$ cat src/rtl/ds1302_defs.sv
// DS1302 reader shared definitions: command bytes, field masks, FSM encodings.
// Latency: none (constants only); backpressure: not applicable.
package ds1302_defs;

  localparam logic [7:0] SEC_RD   = 8'h81;
  localparam logic [7:0] MIN_RD   = 8'h83;
  localparam logic [7:0] HR_RD    = 8'h85;
  localparam logic [7:0] BURST_RD = 8'hBF;

  localparam logic [7:0] SEC_MASK = 8'h7F;
  localparam logic [7:0] MIN_MASK = 8'h7F;
  localparam logic [7:0] HR_MASK  = 8'h3F;

  localparam logic [2:0] ST_IDLE     = 3'd0;
  localparam logic [2:0] ST_CE_SETUP = 3'd1;
  localparam logic [2:0] ST_CMD      = 3'd2;
  localparam logic [2:0] ST_READ     = 3'd3;
  localparam logic [2:0] ST_CE_HOLD  = 3'd4;
  localparam logic [2:0] ST_CE_LOW   = 3'd5;
  localparam logic [2:0] ST_DONE     = 3'd6;

  typedef struct packed {
    logic [7:0] hr;
    logic [7:0] min;
    logic [7:0] sec;
  } time_bytes_t;

  function automatic logic [7:0] reg_cmd(input logic [1:0] idx);
    case (idx)
      2'd0:    return SEC_RD;
      2'd1:    return MIN_RD;
      default: return HR_RD;
    endcase
  endfunction

endpackage

$ cat src/rtl/ds1302_sclk_gen.sv
// SCLK generator: HALF-cycle phases, low phase first, with rise/fall/sample strobes.
// Latency: strobes mark the cycle whose closing edge moves SCLK; no backpressure, run=0 parks SCLK low.
module ds1302_sclk_gen #(
  parameter int HALF = 50
) (
  input  logic clk,
  input  logic rst,
  input  logic run,
  output logic sclk,
  output logic rise_stb,
  output logic fall_stb,
  output logic sample_stb
);

  localparam int CW = $clog2(HALF) + 1;
  localparam logic [CW-1:0] LAST      = CW'(HALF - 1);
  localparam logic [CW-1:0] SAMPLE_AT = CW'(HALF - 1);

  logic [CW-1:0] cnt;
  logic          phase_end;

  assign phase_end  = run && (cnt == LAST);
  assign rise_stb   = phase_end && !sclk;
  assign fall_stb   = phase_end && sclk;
  // Last cycle of the low phase: the slave's bit has settled through the synchroniser.
  assign sample_stb = run && !sclk && (cnt == SAMPLE_AT);

  always_ff @(posedge clk) begin
    if (rst || !run) begin
      cnt  <= '0;
      sclk <= 1'b0;
    end else if (phase_end) begin
      cnt  <= '0;
      sclk <= !sclk;
    end else begin
      cnt  <= cnt + CW'(1);
    end
  end

endmodule

$ cat src/rtl/ds1302_time_reader.sv
// DS1302 3-wire master reading sec/min/hr into atomic BCD {HH,MM,SS}; DS1302_BURST_EN selects one clock-burst window.
// Latency: three (or one burst) CE windows per req; req ignored while busy, no queueing.
module ds1302_time_reader
  import ds1302_defs::*;
#(
  parameter int CLK_HZ   = 50_000_000,
  parameter int SCLK_HZ  = 500_000,
  parameter int CE_GUARD = 200
) (
  input  logic        clk,
  input  logic        rst,
  input  logic        req,
  output logic        busy,
  output logic [23:0] time_bcd,
  output logic        time_valid,
  output logic        rtc_ce,
  output logic        rtc_sclk,
  output logic        rtc_io_out,
  output logic        rtc_io_oe,
  input  logic        rtc_io_in
);

  localparam int HALF = CLK_HZ / (2 * SCLK_HZ);
  localparam int GW   = $clog2(CE_GUARD) + 1;
  localparam logic [GW-1:0] GUARD_LAST = GW'(CE_GUARD - 1);

`ifdef DS1302_BURST_EN
  localparam int         RX_W     = 24;
  localparam logic [4:0] RD_BITS  = 5'd24;
  localparam logic [1:0] LAST_REG = 2'd0;
`else
  localparam int         RX_W     = 8;
  localparam logic [4:0] RD_BITS  = 5'd8;
  localparam logic [1:0] LAST_REG = 2'd2;
`endif

  logic [2:0]      state;
  logic [GW-1:0]   guard_cnt;
  logic [4:0]      bit_cnt;
  logic [1:0]      reg_idx;
  logic [6:0]      cmd_sh;
  logic [RX_W-1:0] rx_sh;
  logic [1:0]      io_sync;
  logic [7:0]      cur_cmd;
  time_bytes_t     shadow;
  logic            sclk_run, rise_stb, fall_stb, sample_stb, guard_done;

`ifdef DS1302_BURST_EN
  assign cur_cmd = BURST_RD;
`else
  assign cur_cmd = reg_cmd(reg_idx);
`endif

  assign sclk_run   = (state == ST_CMD) || (state == ST_READ);
  assign guard_done = (guard_cnt == GUARD_LAST);
  assign busy       = (state != ST_IDLE);
  assign time_valid = (state == ST_DONE);

  ds1302_sclk_gen #(.HALF(HALF)) u_sclk_gen (
    .clk        (clk),
    .rst        (rst),
    .run        (sclk_run),
    .sclk       (rtc_sclk),
    .rise_stb   (rise_stb),
    .fall_stb   (fall_stb),
    .sample_stb (sample_stb)
  );

  always_ff @(posedge clk) begin
    if (rst) io_sync <= 2'b00;
    else     io_sync <= {io_sync[0], rtc_io_in};
  end

  always_ff @(posedge clk) begin
    if (rst) begin
      state      <= ST_IDLE;
      guard_cnt  <= '0;
      bit_cnt    <= '0;
      reg_idx    <= '0;
      cmd_sh     <= '0;
      rx_sh      <= '0;
      shadow     <= '0;
      time_bcd   <= '0;
      rtc_ce     <= 1'b0;
      rtc_io_out <= 1'b0;
      rtc_io_oe  <= 1'b0;
    end else begin
      case (state)
        ST_IDLE: if (req) begin
          state     <= ST_CE_SETUP;
          rtc_ce    <= 1'b1;
          guard_cnt <= '0;
          reg_idx   <= '0;
        end
        ST_CE_SETUP: begin
          if (guard_done) begin
            state      <= ST_CMD;
            bit_cnt    <= '0;
            cmd_sh     <= cur_cmd[7:1];
            rtc_io_out <= cur_cmd[0];
            rtc_io_oe  <= 1'b1;
          end else begin
            guard_cnt <= guard_cnt + GW'(1);
          end
        end
        ST_CMD: begin
          if (rise_stb) bit_cnt <= bit_cnt + 5'd1;
          // Next command bit goes out on the falling edge so it is stable over the low phase.
          if (fall_stb) begin
            if (bit_cnt == 5'd8) begin
              state      <= ST_READ;
              bit_cnt    <= '0;
              rtc_io_oe  <= 1'b0;
              rtc_io_out <= 1'b0;
            end else begin
              rtc_io_out <= cmd_sh[0];
              cmd_sh     <= {1'b0, cmd_sh[6:1]};
            end
          end
        end
        ST_READ: begin
          if (rise_stb)   bit_cnt <= bit_cnt + 5'd1;
          if (sample_stb) rx_sh   <= {io_sync[1], rx_sh[RX_W-1:1]};
          if (fall_stb && bit_cnt == RD_BITS) begin
            state     <= ST_CE_HOLD;
            guard_cnt <= '0;
`ifdef DS1302_BURST_EN
            shadow <= time_bytes_t'(rx_sh);
`else
            case (reg_idx)
              2'd0:    shadow.sec <= rx_sh;
              2'd1:    shadow.min <= rx_sh;
              default: shadow.hr  <= rx_sh;
            endcase
`endif
          end
        end
        ST_CE_HOLD: begin
          if (guard_done) begin
            state     <= ST_CE_LOW;
            rtc_ce    <= 1'b0;
            guard_cnt <= '0;
          end else begin
            guard_cnt <= guard_cnt + GW'(1);
          end
        end
        ST_CE_LOW: begin
          if (guard_done) begin
            guard_cnt <= '0;
            if (reg_idx == LAST_REG) begin
              state    <= ST_DONE;
              time_bcd <= {shadow.hr & HR_MASK, shadow.min & MIN_MASK, shadow.sec & SEC_MASK};
            end else begin
              state   <= ST_CE_SETUP;
              rtc_ce  <= 1'b1;
              reg_idx <= reg_idx + 2'd1;
            end
          end else begin
            guard_cnt <= guard_cnt + GW'(1);
          end
        end
        ST_DONE: state <= ST_IDLE;
        default: state <= ST_IDLE;
      endcase
    end
  end

endmodule

$ cat config.mk
export PLATFORM = sky130hd
export DESIGN_NAME = ds1302_time_reader
export DESIGN_NICKNAME = d
export VERILOG_FILES = /design/src/rtl/ds1302_defs.sv /design/src/rtl/ds1302_sclk_gen.sv /design/src/rtl/ds1302_time_reader.sv
export SDC_FILE = /design/constraint.sdc
export NUM_CORES = 1
export LEC_CHECK = 0
export ABC_CLOCK_PERIOD_IN_PS = 2470
export CORE_MARGIN = 4
export CORE_UTILIZATION = 45
export DETAILED_ROUTE_END_ITERATION = 12
export HOLD_SLACK_MARGIN = 0.03
export PLACE_DENSITY = 0.76
export REMOVE_ABC_BUFFERS = 1
export SYNTH_ARGS = -nofsm -noshare
export SYNTH_HDL_FRONTEND = slang
export SYNTH_SLANG_ARGS = --single-unit
$ cat constraint.sdc
create_clock -name clk -period 2.47 [get_ports clk]
set_input_delay 0.247 -clock clk [delete_from_list [all_inputs] [get_ports clk]]
set_output_delay 0.247 -clock clk [all_outputs]
set_load 0.01 [all_outputs]
==> summary.txt <==
Yosys
  – Unique masters post-synth: 62
  – Yosys warns: 0
  – EDFF count, synth: 0
  – Sequential element share of the synthesized area: 45.2%
  – Synth Flop Type: dfxtp_1
  – Synthesis-stage register bit count: 87
  – Gate Count Post-Synth: 401
  – Top-area cell type share of the netlist area: 45.2%
  – Synth area leader: dfxtp_1
  – Mean Syn Cell Area: 9.60 µm²
  – Ys async rst share: 0%
  – Post-Synthesis Cell Area: 0.00385 mm²
  – Cells taking the most area after synthesis: dfxtp_1 (45%), mux2i_1 (14%), nor2_1 (7.7%)

Outcome
  – Status: completed

Layout
  – NumNets Final: 440
  – Area grow syn2layout: 14.4%
  – N_diodes: 0
  – Post-route cell area: 0.00441 mm²
  – Ratio of cells with drive above 1 in the final layout: 10.6%
  – Layout Cells excl Fill: 538

CTS
  – Worst skew pair latency: 0.37 ns
  – # Post-CTS Setup Buffers: 0
  – CTS clock-pin slew for the worst setup and hold paths: 0.09 ns
  – Longest Clk Path Bufs: 2
  – Clock Tree Root: clkbuf_8
  – H-tree depth: 3
  – CTS Sinks: 87
  – Total CTS buffers: 9
  – PostCTS Resize Cnt: 0
  – Post-CTS Hold Buffers: 0
  – TritonCTS clock tree: built

STA
  – Tcrit/Tclk final: 91.6%
  – Relative slew margins: 57.6%
  – Fin. Hold Viols: 0
  – Final Max Slew Viols: 0
  – Final setup fails: 0
  – Setup TNS: 0 ns
  – RSZ-0062 raised after global routing: no
  – Clock skew: 0.0171 ns
  – Tmin final: 2.26 ns
  – Slew @ Worst Pin: 0.631 ns
  – F_max: 442 MHz
  – Final worst slack: 0.208 ns

Worst hold path
  – Hold path cells: 4
  – HP Class: in2reg
  – Hold Startpoint: rst
  – Hold endpoint: state[2]

Power
  – Total Power: 0.00248 W
  – Maximum vdd drop: 0.329 mV
  – Leakage: 1.64 nW
  – Pwr Density: 562 mW/mm²

Placement
  – Number of buffers added on ports: 29
  – Pre-CTS WS: 0.235 ns
  – Final GP Congestion: 0.851
  – DPL Wire Length: 5350 µm
  – Placed Instances: 522
  – Placed inst area: 0.00421 mm²

Flow run
  – Max_cap viols: 0

Die
  – # rows: 33
  – Initial Util: 46.6%
  – Placeable Area: 0.00826 mm²
  – Die Width: 100 µm
  – Die H: 100 µm
  – Total die area: 0.0101 mm²
  – Ports: 34

Critical path
  – Critical path type: reg2reg
  – Crit-path cells: inv_1, ha_1, and4bb_2, nand4_1, nor4_4, mux2i_1, nor2_1
  – Crit. End Element: flip-flop
  – Reg2Reg Setup Slack: 0.21 ns
  – R2r worst-path depth: 7
  – Crit path max fanout: 6
  – Worst R2R End: shadow[16]
  – Crit path DAT: 2.51 ns
  – Worst path max stage delay: 0.65 ns
  – Crit Reg-Reg Startpoint: bit_cnt[0]
  – Worst path required time: 2.72 ns
  – Worst path slowest cell: nor4_4
  – CP Launch Type: flip-flop

Drt
  – Residual DRC: 0
  – Drt initial violations: 150
  – WL per Instance: 14.2 µm
  – ANT nets after route: 0
  – Drt pass-1 iters: 4
  – Drt total wl: 7640 µm
  – Vias post-DR: 2,876
  – DR vias/cell: 5.35

Global routing
  – Overall routing resource usage: 16.7%
  – Global-route wire length before repair: 13,600 µm
  – Largest net degree at the start of global routing: 37
  – Number of global-route vias before repair: 2,862
  – Remaining global-route overflow: 0
  – Initial antenna violation count: 0
-- where the power goes --
part           total [W]  switching [W]  internal, W
clock           0.000977       0.000581     0.000397
sequential       0.00142     0.00000953      0.00141
combinational  0.0000791      0.0000510    0.0000281
-- layout make-up --
cell class / count / area (µm²)
flip-flops and latches: 87 / 1740
multi-input cells: 282 / 1940
clock inverters: 7 / 73.8
well taps: 105 / 131
repair buffers: 35 / 343
clock buffers: 9 / 124
inverters: 13 / 48.8
fillers: 756 / 3850
-- critical path: cells and delay by family, from the launching register on --
| family | cells | cell delay, ns |
|---|---|---|
| simple gates | 4 | 1.31 |
| flops | 1 | 0.36 |
| mux | 1 | 0.26 |
| fa+ha+maj | 1 | 0.16 |
| buf+inv | 1 | 0.07 |
-- cell families (layout without fill, tap and decap cells) --
| group | after synthesis | count (layout) | share of synthesized area (%) |
|---|---|---|---|
| other cells | 1 | 4 | 0.0974 |
| mux | 54 | 54 | 14.1 |
| compound gates | 45 | 45 | 8.48 |
| xor+xnor | 9 | 9 | 2.05 |
| buf+inv | 35 | 64 | 4.58 |
| fa+ha+maj | 8 | 8 | 2.60 |
| flops | 87 | 87 | 45.2 |
| simple gates | 162 | 162 | 22.9 |
-- metal layers --
metal / global-route usage, % / up-vias / share of wire [%]
met2: 26.0 / 54 / 46
met4: 6.32 / 0 / 1.6
li1: - / 1440 / -
met5: 0 / - / 0
met1: 22.3 / 1368 / 48
met3: 4.15 / 14 / 4.0
-- worst max path at each step --
stage / slack (ns) / start / end / cells after the start
after global routing: 0.03 / state[0] / rx_sh[0] / 5
after floorplan: 0.03 / guard_cnt[8] / time_bcd[0] / 5
final: 0.21 / bit_cnt[0] / shadow[16] / 7
after global placement: 0.26 / bit_cnt[0] / shadow[16] / 7
after detailed placement: 0.23 / bit_cnt[0] / shadow[16] / 7
after CTS: 0.21 / bit_cnt[0] / shadow[16] / 7
-- state kept, by name (all words and copies together) (netlist names), 2 cells and up --
name / count
time_bcd: 20
reg_idx: 2
guard_cnt: 9
state: 3
io_sync: 2
rx_sh: 8
bit_cnt: 5
u_sclk_gen.cnt: 7
cmd_sh: 7
shadow: 20
-- metrics by stage --
step                utilization (%)  hold slack [ns]
finish                         53.3            0.248
floorplan                         -            0.309
global placement               51.0            0.438
global route                   53.3            0.259
detailed placement             51.0            0.425
CTS                            53.3            0.244
-- cell usage in the layout, fill, tap and decap left out, drive strengths merged, types with 5 or more instances in the layout --
cell           instances
xor2                   6
inv                   16
ha                     8
nor2                  80
nor2b                  5
and3                   5
dfxtp                 87
clkdlybuf4s50         28
o21ai                  9
a31oi                  6
nand3                 10
nor4                   7
nand2                 14
a21oi                 11
mux2i                 53
nor3                  11
buf                    7
clkbuf                 9
-- cell usage after synthesis, drive strengths merged, types with 2 or more instances --
cell type / instances
ha: 8
nand2: 14
a211oi: 3
o21ai: 9
a21o: 4
nor3: 11
and2: 4
xor2: 6
clkbuf: 11
o41ai: 2
nand4: 4
dfxtp: 87
mux2i: 53
xnor2: 3
a211o: 2
and3: 5
inv: 13
nor2b: 5
or2: 3
nor2: 80
nor4: 7
buf: 11
o2bb2ai: 2
nand3: 10
a21oi: 11
or3: 4
nand2b: 4
a31oi: 6
or4: 2
Power figures use the tool's default switching activity.
